### config.mk
export PLATFORM = sky130hd
export DESIGN_NAME = fetch_icache_flat
export DESIGN_NICKNAME = d
export VERILOG_FILES = /design/src/rtl/fetch_icache_pkg.sv /design/src/rtl/fetch_icache_if.sv /design/src/rtl/fetch_icache_refill_fsm.sv /design/src/rtl/fetch_icache.sv /design/src/flat_wrapper.sv
export SDC_FILE = /design/constraint.sdc
export NUM_CORES = 2
export LEC_CHECK = 0
export BUFFER_PORTS_ARGS = -buffer_cell sky130_fd_sc_hd__clkbuf_2
export CAP_MARGIN = 0
export CORE_ASPECT_RATIO = 1.75
export CORE_MARGIN = 1
export CORE_UTILIZATION = 47
export CTS_CLUSTER_DIAMETER = 120
export CTS_CLUSTER_SIZE = 30
export DETAILED_ROUTE_END_ITERATION = 10
export PLACE_DENSITY_LB_ADDON = 0.12
export REMOVE_ABC_BUFFERS = 1
export SYNTH_ARGS = -nofsm -noshare
export SYNTH_HDL_FRONTEND = slang
export SYNTH_SLANG_ARGS = --single-unit
### constraint.sdc
create_clock -name clk -period 6.35 [get_ports clk]
set_clock_uncertainty 0.05 [all_clocks]
set_input_delay 0 -clock clk [delete_from_list [all_inputs] [get_ports clk]]
set_output_delay 0 -clock clk [all_outputs]
set_load 0.02 [all_outputs]
### src/rtl/fetch_icache_pkg.sv
`default_nettype none
// ============================================================================
//  Module   : fetch_icache_pkg
//  Purpose  : Shared types and constants for the fetch-side instruction cache.
//             Provides the refill FSM state type, the word size and the NOP
//             returned on a miss.
//  Ports    : none (package)
//  Revision : 1.0  initial release
// ============================================================================
package fetch_icache_pkg;

    // Refill controller states: IDLE serves lookups, REFILL streams a line in.
    typedef enum logic [0:0] {
        IDLE   = 1'b0,
        REFILL = 1'b1
    } icache_state_t;

    localparam int          WORD_BYTES = 4;
    localparam int          BYTE_OFF   = $clog2(WORD_BYTES);
    localparam logic [31:0] NOP_INSTR  = 32'h0000_0000;

endpackage : fetch_icache_pkg
`default_nettype wire

### src/rtl/fetch_icache_if.sv
`default_nettype none
// ============================================================================
//  Module   : fetch_icache_if
//  Purpose  : Refill bus between the instruction cache and backing memory.
//             One word moves per cycle in which mem_ack is high while
//             mem_req is high.
//  Signals  : mem_req  - refill word request (cache -> memory)
//             mem_addr - word-aligned refill address (cache -> memory)
//             mem_ack  - mem_data valid for current mem_addr (memory -> cache)
//             mem_data - refill word (memory -> cache)
//  Modports : master (cache side), slave (memory side)
//  Revision : 1.0  initial release
// ============================================================================
interface fetch_icache_if;

    logic        mem_req;
    logic [31:0] mem_addr;
    logic        mem_ack;
    logic [31:0] mem_data;

    modport master (
        output mem_req,
        output mem_addr,
        input  mem_ack,
        input  mem_data
    );

    modport slave (
        input  mem_req,
        input  mem_addr,
        output mem_ack,
        output mem_data
    );

endinterface : fetch_icache_if
`default_nettype wire

### src/rtl/fetch_icache_refill_fsm.sv
`default_nettype none
// ============================================================================
//  Module   : icache_refill_fsm
//  Purpose  : Line refill controller for the direct-mapped instruction cache.
//             Latches the missing line address, issues one word request per
//             ack from word 0 to the last word, and tracks flushes that land
//             while a refill is in flight so the line is not validated.
//  Ports    : clk, rst_n        - clock, asynchronous active-low reset
//             start             - miss detected in IDLE, begin a refill
//             miss_line         - {tag,index} of the missing line
//             flush             - invalidate-all request
//             mem_ack           - memory word return strobe
//             state             - current controller state
//             counter           - word being filled
//             fill_line         - {tag,index} of the line being filled
//             mem_req/mem_addr  - registered refill request and address
//             fill_we           - write mem_data into the line this cycle
//             fill_done         - last word of the line arrives this cycle
//             fill_set_valid    - mark the filled line valid this cycle
//  Revision : 1.0  initial release
// ============================================================================
module icache_refill_fsm
    import fetch_icache_pkg::*;
#(
    parameter int OFF_W  = 2,
    parameter int LINE_W = 28
) (
    input  wire logic               clk,
    input  wire logic               rst_n,
    input  wire logic               start,
    input  wire logic [LINE_W-1:0]  miss_line,
    input  wire logic               flush,
    input  wire logic               mem_ack,
    output icache_state_t           state,
    output logic [OFF_W-1:0]        counter,
    output logic [LINE_W-1:0]       fill_line,
    output logic                    mem_req,
    output logic [31:0]             mem_addr,
    output logic                    fill_we,
    output logic                    fill_done,
    output logic                    fill_set_valid
);

    localparam logic [OFF_W-1:0] c_last_word = {OFF_W{1'b1}};
    localparam logic [OFF_W-1:0] c_one       = {{(OFF_W-1){1'b0}}, 1'b1};

    icache_state_t      r_state;
    logic [OFF_W-1:0]   r_counter;
    logic [LINE_W-1:0]  r_line;
    logic               r_mem_req;
    logic [31:0]        r_mem_addr;
    logic               r_flush_pending;

    logic               w_last;
    logic [OFF_W-1:0]   w_counter_next;

    assign w_last         = (r_counter == c_last_word);
    assign w_counter_next = r_counter + c_one;

    // Acks are only meaningful while a request is outstanding.
    assign fill_we        = (r_state == REFILL) && mem_ack;
    assign fill_done      = fill_we && w_last;
    // A flush arriving on the final ack wins over validating the line.
    assign fill_set_valid = fill_done && !r_flush_pending && !flush;

    always_ff @(posedge clk or negedge rst_n) begin
        if (!rst_n) begin
            r_state         <= IDLE;
            r_counter       <= '0;
            r_line          <= '0;
            r_mem_req       <= 1'b0;
            r_mem_addr      <= '0;
            r_flush_pending <= 1'b0;
        end else begin
            case (r_state)
                IDLE: begin
                    r_flush_pending <= 1'b0;
                    if (start) begin
                        r_line     <= miss_line;
                        r_counter  <= '0;
                        r_mem_req  <= 1'b1;
                        r_mem_addr <= {miss_line, {OFF_W{1'b0}}, {BYTE_OFF{1'b0}}};
                        r_state    <= REFILL;
                    end
                end
                REFILL: begin
                    if (flush) begin
                        r_flush_pending <= 1'b1;
                    end
                    if (mem_ack) begin
                        if (w_last) begin
                            // Counter saturates on the last word; the address
                            // therefore never walks past the end of the line.
                            r_mem_req <= 1'b0;
                            r_state   <= IDLE;
                        end else begin
                            r_counter  <= w_counter_next;
                            r_mem_addr <= {r_line, w_counter_next, {BYTE_OFF{1'b0}}};
                        end
                    end
                end
                default: begin
                    r_state   <= IDLE;
                    r_mem_req <= 1'b0;
                end
            endcase
        end
    end

    assign state     = r_state;
    assign counter   = r_counter;
    assign fill_line = r_line;
    assign mem_req   = r_mem_req;
    assign mem_addr  = r_mem_addr;

endmodule : icache_refill_fsm
`default_nettype wire

### src/rtl/fetch_icache.sv
`default_nettype none
// ============================================================================
//  Module   : fetch_icache
//  Purpose  : Direct-mapped, read-only instruction cache for the fetch stage.
//             Lookup is combinational (zero-cycle hit). A miss stalls fetch
//             (hit=0) while the whole line is refilled from backing memory;
//             the held PC hits on the cycle after the last refill word.
//  Ports    : clk                 - rising-edge clock
//             rst_n               - asynchronous active-low reset
//             instruction_address - fetch PC, bits [1:0] ignored
//             flush               - invalidate every line
//             hit                 - instruction valid this cycle
//             instruction         - fetched word, NOP when hit=0
//             mem                 - refill bus (master side)
//  Revision : 1.0  initial release
// ============================================================================
module fetch_icache
    import fetch_icache_pkg::*;
#(
    parameter int LINES          = 16,
    parameter int WORDS_PER_LINE = 4
) (
    input  wire logic         clk,
    input  wire logic         rst_n,
    input  wire logic [31:0]  instruction_address,
    input  wire logic         flush,
    output logic              hit,
    output logic [31:0]       instruction,
    fetch_icache_if.master    mem
);

    localparam int OFF    = $clog2(WORDS_PER_LINE);
    localparam int IDX    = $clog2(LINES);
    localparam int TAG    = 30 - IDX - OFF;
    localparam int LINE_W = TAG + IDX;
    localparam int DEPTH  = LINES * WORDS_PER_LINE;

    // Address decomposition of the current PC.
    logic [OFF-1:0]     w_word;
    logic [IDX-1:0]     w_index;
    logic [TAG-1:0]     w_tag;
    logic [LINE_W-1:0]  w_line;
    logic               w_unused_byte_bits;

    assign w_word             = instruction_address[OFF+1:2];
    assign w_index            = instruction_address[OFF+IDX+1:OFF+2];
    assign w_tag              = instruction_address[31:OFF+IDX+2];
    assign w_line             = instruction_address[31:OFF+2];
    assign w_unused_byte_bits = &{1'b0, instruction_address[1:0]};

    // Storage: valid bits are reset, tag and data arrays are not.
    logic [LINES-1:0]   r_valid;
    logic [TAG-1:0]     r_tag [LINES];
    logic [31:0]        r_data [DEPTH];

    // Refill controller interface.
    icache_state_t      w_state;
    logic [OFF-1:0]     w_counter;
    logic [LINE_W-1:0]  w_fill_line;
    logic [IDX-1:0]     w_fill_index;
    logic [TAG-1:0]     w_fill_tag;
    logic               w_fill_we;
    logic               w_fill_done;
    logic               w_fill_set_valid;

    assign w_fill_index = w_fill_line[IDX-1:0];
    assign w_fill_tag   = w_fill_line[LINE_W-1:IDX];

    // Lookup. Flush forces a miss in the same cycle and suppresses a new
    // refill, since every line is about to be invalidated anyway.
    logic               w_match;
    logic               w_idle;
    logic               w_start;

    assign w_idle  = (w_state == IDLE);
    assign w_match = r_valid[w_index] && (r_tag[w_index] == w_tag);
    assign hit     = w_idle && w_match && !flush;
    assign w_start = w_idle && !w_match && !flush;

    assign instruction = hit ? r_data[{w_index, w_word}] : NOP_INSTR;

    icache_refill_fsm #(
        .OFF_W  (OFF),
        .LINE_W (LINE_W)
    ) u_refill_fsm (
        .clk            (clk),
        .rst_n          (rst_n),
        .start          (w_start),
        .miss_line      (w_line),
        .flush          (flush),
        .mem_ack        (mem.mem_ack),
        .state          (w_state),
        .counter        (w_counter),
        .fill_line      (w_fill_line),
        .mem_req        (mem.mem_req),
        .mem_addr       (mem.mem_addr),
        .fill_we        (w_fill_we),
        .fill_done      (w_fill_done),
        .fill_set_valid (w_fill_set_valid)
    );

    // Valid bits: the missing line is invalidated when its refill starts so
    // an aborted refill (reset) never leaves a half-written line valid.
    always_ff @(posedge clk or negedge rst_n) begin
        if (!rst_n) begin
            r_valid <= '0;
        end else if (flush) begin
            r_valid <= '0;
        end else begin
            if (w_start) begin
                r_valid[w_index] <= 1'b0;
            end
            if (w_fill_set_valid) begin
                r_valid[w_fill_index] <= 1'b1;
            end
        end
    end

    // Tag and data arrays: written only by the refill engine.
    always_ff @(posedge clk) begin
        if (w_fill_we) begin
            r_data[{w_fill_index, w_counter}] <= mem.mem_data;
        end
        if (w_fill_done) begin
            r_tag[w_fill_index] <= w_fill_tag;
        end
    end

endmodule : fetch_icache
`default_nettype wire

### src/flat_wrapper.sv
// flat-port wrapper written by rule: the top's interface ports become plain ports
module fetch_icache_flat import fetch_icache_pkg::*;
#(
    parameter int LINES          = 16,
    parameter int WORDS_PER_LINE = 4
)
  (clk, rst_n, instruction_address, flush, hit, instruction, mem_mem_req, mem_mem_addr, mem_mem_ack, mem_mem_data);
  fetch_icache_if mem_i ();
  input  wire logic clk;
  input  wire logic rst_n;
  input  wire logic [31:0] instruction_address;
  input  wire logic flush;
  output logic hit;
  output logic [31:0] instruction;
  output wire logic [$bits(mem_i.mem_req)-1:0] mem_mem_req;
  output wire logic [$bits(mem_i.mem_addr)-1:0] mem_mem_addr;
  input wire logic [$bits(mem_i.mem_ack)-1:0] mem_mem_ack;
  input wire logic [$bits(mem_i.mem_data)-1:0] mem_mem_data;
  assign mem_mem_req = mem_i.mem_req;
  assign mem_mem_addr = mem_i.mem_addr;
  assign mem_i.mem_ack = mem_mem_ack;
  assign mem_i.mem_data = mem_mem_data;
  fetch_icache #(.LINES(LINES), .WORDS_PER_LINE(WORDS_PER_LINE)) u_core (.clk(clk), .rst_n(rst_n), .instruction_address(instruction_address), .flush(flush), .hit(hit), .instruction(instruction), .mem(mem_i));
endmodule
==> reports/results.txt <==
The flow ran to the end, and the final reports show no timing, DRC or antenna violations. The post-synthesis async set-or-reset flop share was 0.0307; the number of input and output port buffers inserted was 129. The total track usage was 0.279; the height of the die was 601 µm. At the end of routability-driven placement, the weighted congestion stood at 0.872.

Counting flops and latches in the post-synthesis netlist gives 2509. The startpoint type of the worst setup path was a primary input. The hold violation total from the final report came out at 0. Maximum level of the CTS H-tree: 3. The sequential-to-total area share from yosys stat was 0.777. The endpoint identified for the worst register-to-register timing path is u_core.u_refill_fsm.fill_line[22]$_DFFE_PN0P_. The half-perimeter wire length after placement was 171 mm; the peak supply drop was 0.000202 V. Number of cells traversed by the worst register-to-register path: 10.

The total standard cell area after synthesis was 96500 µm². For the gate count after technology mapping, the log shows 4289. In the synthesized netlist the dominant register cell turns out to be sky130_fd_sc_hd__edfxtp_1. The data required time at the worst endpoint is 6.30 ns, and the max-slew violation total from the final report is 0. Termination of the worst setup path: instruction[31]. The fraction of layout instances using a drive strength above 1 came out at 0.266. In the synthesized netlist, the cells that appear most often are 2432 x sky130_fd_sc_hd__edfxtp_1, 610 x sky130_fd_sc_hd__mux4_2, 143 x sky130_fd_sc_hd__mux2i_1, 140 x sky130_fd_sc_hd__o22ai_1, 134 x sky130_fd_sc_hd__nor2_1. The startpoint identified for the worst register-to-register timing path is u_core.r_tag[6][2]$_DFFE_PP_. The logs give 4588 for the number of nets in the layout and 30.5 mW for the overall power. The run gives 0.491 as the global routing met2 resource utilization.

Path type of the worst setup path: in -> out. The run gives 0 as the total congestion overflow. TritonCTS built the clock tree. The core region area was 204000 µm². At the pin with the least slew margin, the transition time is 1.40 ns. Initial antenna violation count: 13. Setup repair after global routing left no endpoint under its margin. Pin placement for this block handled 134 I/O pins. The global routing met1 resource utilization is 0.353, and the pre-CTS setup slack is 1.22 ns. The number of distinct library cells after synthesis was 78.

Origin of the worst setup path: instruction_address[5]. The first-pass GRT wire length is 392 mm. Once placement completed, the tool counted placed cells totaling 7027. In the post-synthesis netlist, the cell with the most instances is sky130_fd_sc_hd__edfxtp_1. After synthesis, the cell types taking the most area are sky130_fd_sc_hd__edfxtp_1 76%, sky130_fd_sc_hd__mux4_2 14%, sky130_fd_sc_hd__dfrtp_1 2.0%, sky130_fd_sc_hd__mux2i_1 1.5%, sky130_fd_sc_hd__o22ai_1 0.91%. The tightest slew margin relative to the limit is 0.0651. Buffers inserted during clock tree synthesis total 93. The worst register-to-register path has a setup slack of 1.75 ns.

Derived from the worst setup path, the maximum achievable clock frequency is 172 MHz. Data arrives at the worst endpoint at 5.76 ns. The via count was 47056; the number of DRC violations after detailed-routing iteration 0 was 5448. The detail route stage leaves a number of antenna-violating nets equal to 0. Measured along the x axis, the die boundary spans 344 µm.

Post-layout instance count excluding filler cells: 7210. For the clock latency on the worst-skew pair, the log shows 0.79 ns. The share of Yosys cell area claimed by the top area cell type is 0.757. The leakage dissipation came out at 32.3 nW. The delay contributed by the slowest stage of the critical path was 0.67 ns; the buffer levels on the longest clock path was 3. Entering global routing, the biggest net connects 78 pins. The busiest layer in global routing is met2. Setup violations remaining at the end of the flow were counted as 0. The first-pass detailed-route iteration total was 5. The class of the tightest hold or removal check is in -> reg. Final clock period utilization by the worst path: 0.915. Global-route met3 utilization: 0.0332. The number of warnings reported in the yosys synthesis log is 0.

On the final layout, the worst hold slack is 0.0590 ns. After detailed routing, the total wire length is 288 mm. Summing all multi-input logic gate instances after layout gives 20900 µm². The maximum fanout along the worst path was 71; the die area was 207000 µm².

The floorplan has 219 rows. The via count of the first global-routing pass came out at 47610. Cell taking the most area after synthesis: sky130_fd_sc_hd__edfxtp_1. After layout, the minimum clock period comes to 5.81 ns. Counting flops with a built-in enable in the synthesized netlist gives 2432. The number of max-capacitance violations reported was 0; the per-cell routed wire length was 40.0 µm.

The critical path goes through dlygate4sd3_1 > buf_8 > buf_12 > mux4_2 > a22oi_1 > nor2_1 > nor4b_1 > a31oi_1 > a21oi_1 > nand4_1 > nand2b_4 > buf_4 > a2111oi_2 > buf_4 > clkbuf_2. The starting density of the core was 0.474. The master of the slowest instance on the critical path is sky130_fd_sc_hd__a2111oi_2. The tree built by TritonCTS fans out to 2509 sinks. For this run, design rule violations remaining after detail routing come to 0. The final setup slack of the worst path is 0.537 ns, and the post-synthesis average cell area is 22.5 µm². Dividing the detail-routed via count by the number of cells gives 6.53.

The library cell appearing most often on the critical path was sky130_fd_sc_hd__buf_4. In the final layout, flip-flops and latches occupy 75000 µm². Fill cells in the final layout number 15990. The kind of capture point of the worst setup path is a primary output.

The final-layout setup total negative slack came out at 0 ns. The post-CTS clock slew at the launch and capture registers of the worst setup and hold paths was 0.11 ns. In this run the clock root is driven by a sky130_fd_sc_hd__clkbuf_16. The power density over the cells is 292 nW/µm², and the post-CTS repair timing setup buffer count is 0. From synthesis to final layout, the design area changed by 8.43%.
critical path: cells and delay by family:
family                 cells  cell delay [ns]
muxes                      1             0.37
buffers and inverters      6             2.20
AOI/OAI and AO/OA          4             1.71
and+or+nand+nor            4             1.19
per-layer routing:
layer  up-vias  routed length (µm)
li1      18491                   -
met4        12               11900
met1     26089              106000
met2      2015              153000
met5         -                  63
met3       449               17600
power breakdown:
| part | leakage (nW) | total, mW | switching (mW) | internal (mW) |
|---|---|---|---|---|
| registers | 22.8 | 19.7 | 0.601 | 19.1 |
| logic | 8.22 | 3.15 | 2.06 | 1.09 |
| clock network | 1.23 | 7.65 | 4.86 | 2.79 |
| total | 32.3 | 30.5 | 7.52 | 23.0 |
layout by cell type (no fill, tap or decap), drive strengths merged, types with 8 or more instances in the layout:
cell type / n
edfxtp: 2432
mux4: 612
clkbuf: 246
buf: 202
mux2i: 143
o22ai: 140
nor2: 134
mux2: 85
nand2: 82
dfrtp: 77
dlygate4sd3: 48
o21ai: 46
a22oi: 28
nor3: 22
inv: 21
a21oi: 20
xnor2: 19
nor4: 19
o311ai: 17
a211oi: 17
nor2b: 15
nand3: 14
a22o: 12
a221oi: 8
sequential cells by signal, summed over array words and instances, names as in the netlist:
name	cells
u_core.r_data	2048
u_core.u_refill_fsm.r_flush_pending	1
u_core.r_tag	384
u_core.u_refill_fsm.fill_line	28
u_core.u_refill_fsm.mem_addr	29
u_core.u_refill_fsm.mem_req	1
u_core.u_refill_fsm.state	1
u_core.r_valid	16
u_core.u_refill_fsm.counter	1
final cells by class:
| cell class | instances | share of cell area |
|---|---|---|
| well taps | 2652 | 0.0317 |
| flip-flops and latches | 2509 | 0.717 |
| diodes | 6 | 0.000144 |
| inverters | 16 | 0.000598 |
| multi-input cells | 1525 | 0.199 |
| repair buffers | 374 | 0.0272 |
| clock buffers | 122 | 0.0237 |
| clock inverters | 6 | 0.000574 |
metrics by stage:
stage	area, µm²	util
after floorplan	95300	-
after global placement	102000	0.499
after detailed placement	102000	0.499
after CTS	105000	0.514
after global routing	105000	0.514
final	105000	0.514
what timing repair did:
action / in CTS / in global routing
resized for setup: 0 / 0
hold buffers: 49 / 0
endpoints found under the hold margin: 341 / 0
worst min-delay path by stage:
stage,start,to,slack [ns],cells after the start
global placement,rst_n,u_core.u_refill_fsm.fill_line[20]$_DFFE_PN0P_,-0.08,1
global route,instruction_address[27],u_core.u_refill_fsm.fill_line[23]$_DFFE_PN0P_,0.06,3
CTS,instruction_address[11],u_core.u_refill_fsm.fill_line[7]$_DFFE_PN0P_,0.006,3
detailed placement,rst_n,u_core.u_refill_fsm.fill_line[20]$_DFFE_PN0P_,-0.08,1
floorplan,rst_n,u_core.r_valid[0]$_DFF_PN0_,-0.35,0
finish,mem_mem_ack,u_core.u_refill_fsm.state$_DFF_PN0_,0.06,5
cell families after synthesis:
group                    count (synthesis)  synth area share
AO/OA/AOI/OAI                          339            0.0242
XOR/XNOR                                23           0.00209
adder cells (fa/ha/maj)                  1          0.000130
buffers and inverters                  256            0.0131
flip-flops                            2509             0.777
multiplexers                           840             0.168
other                                    1         0.0000389
AND/OR/NAND/NOR                        320            0.0155
Power figures use the tool's default switching activity.
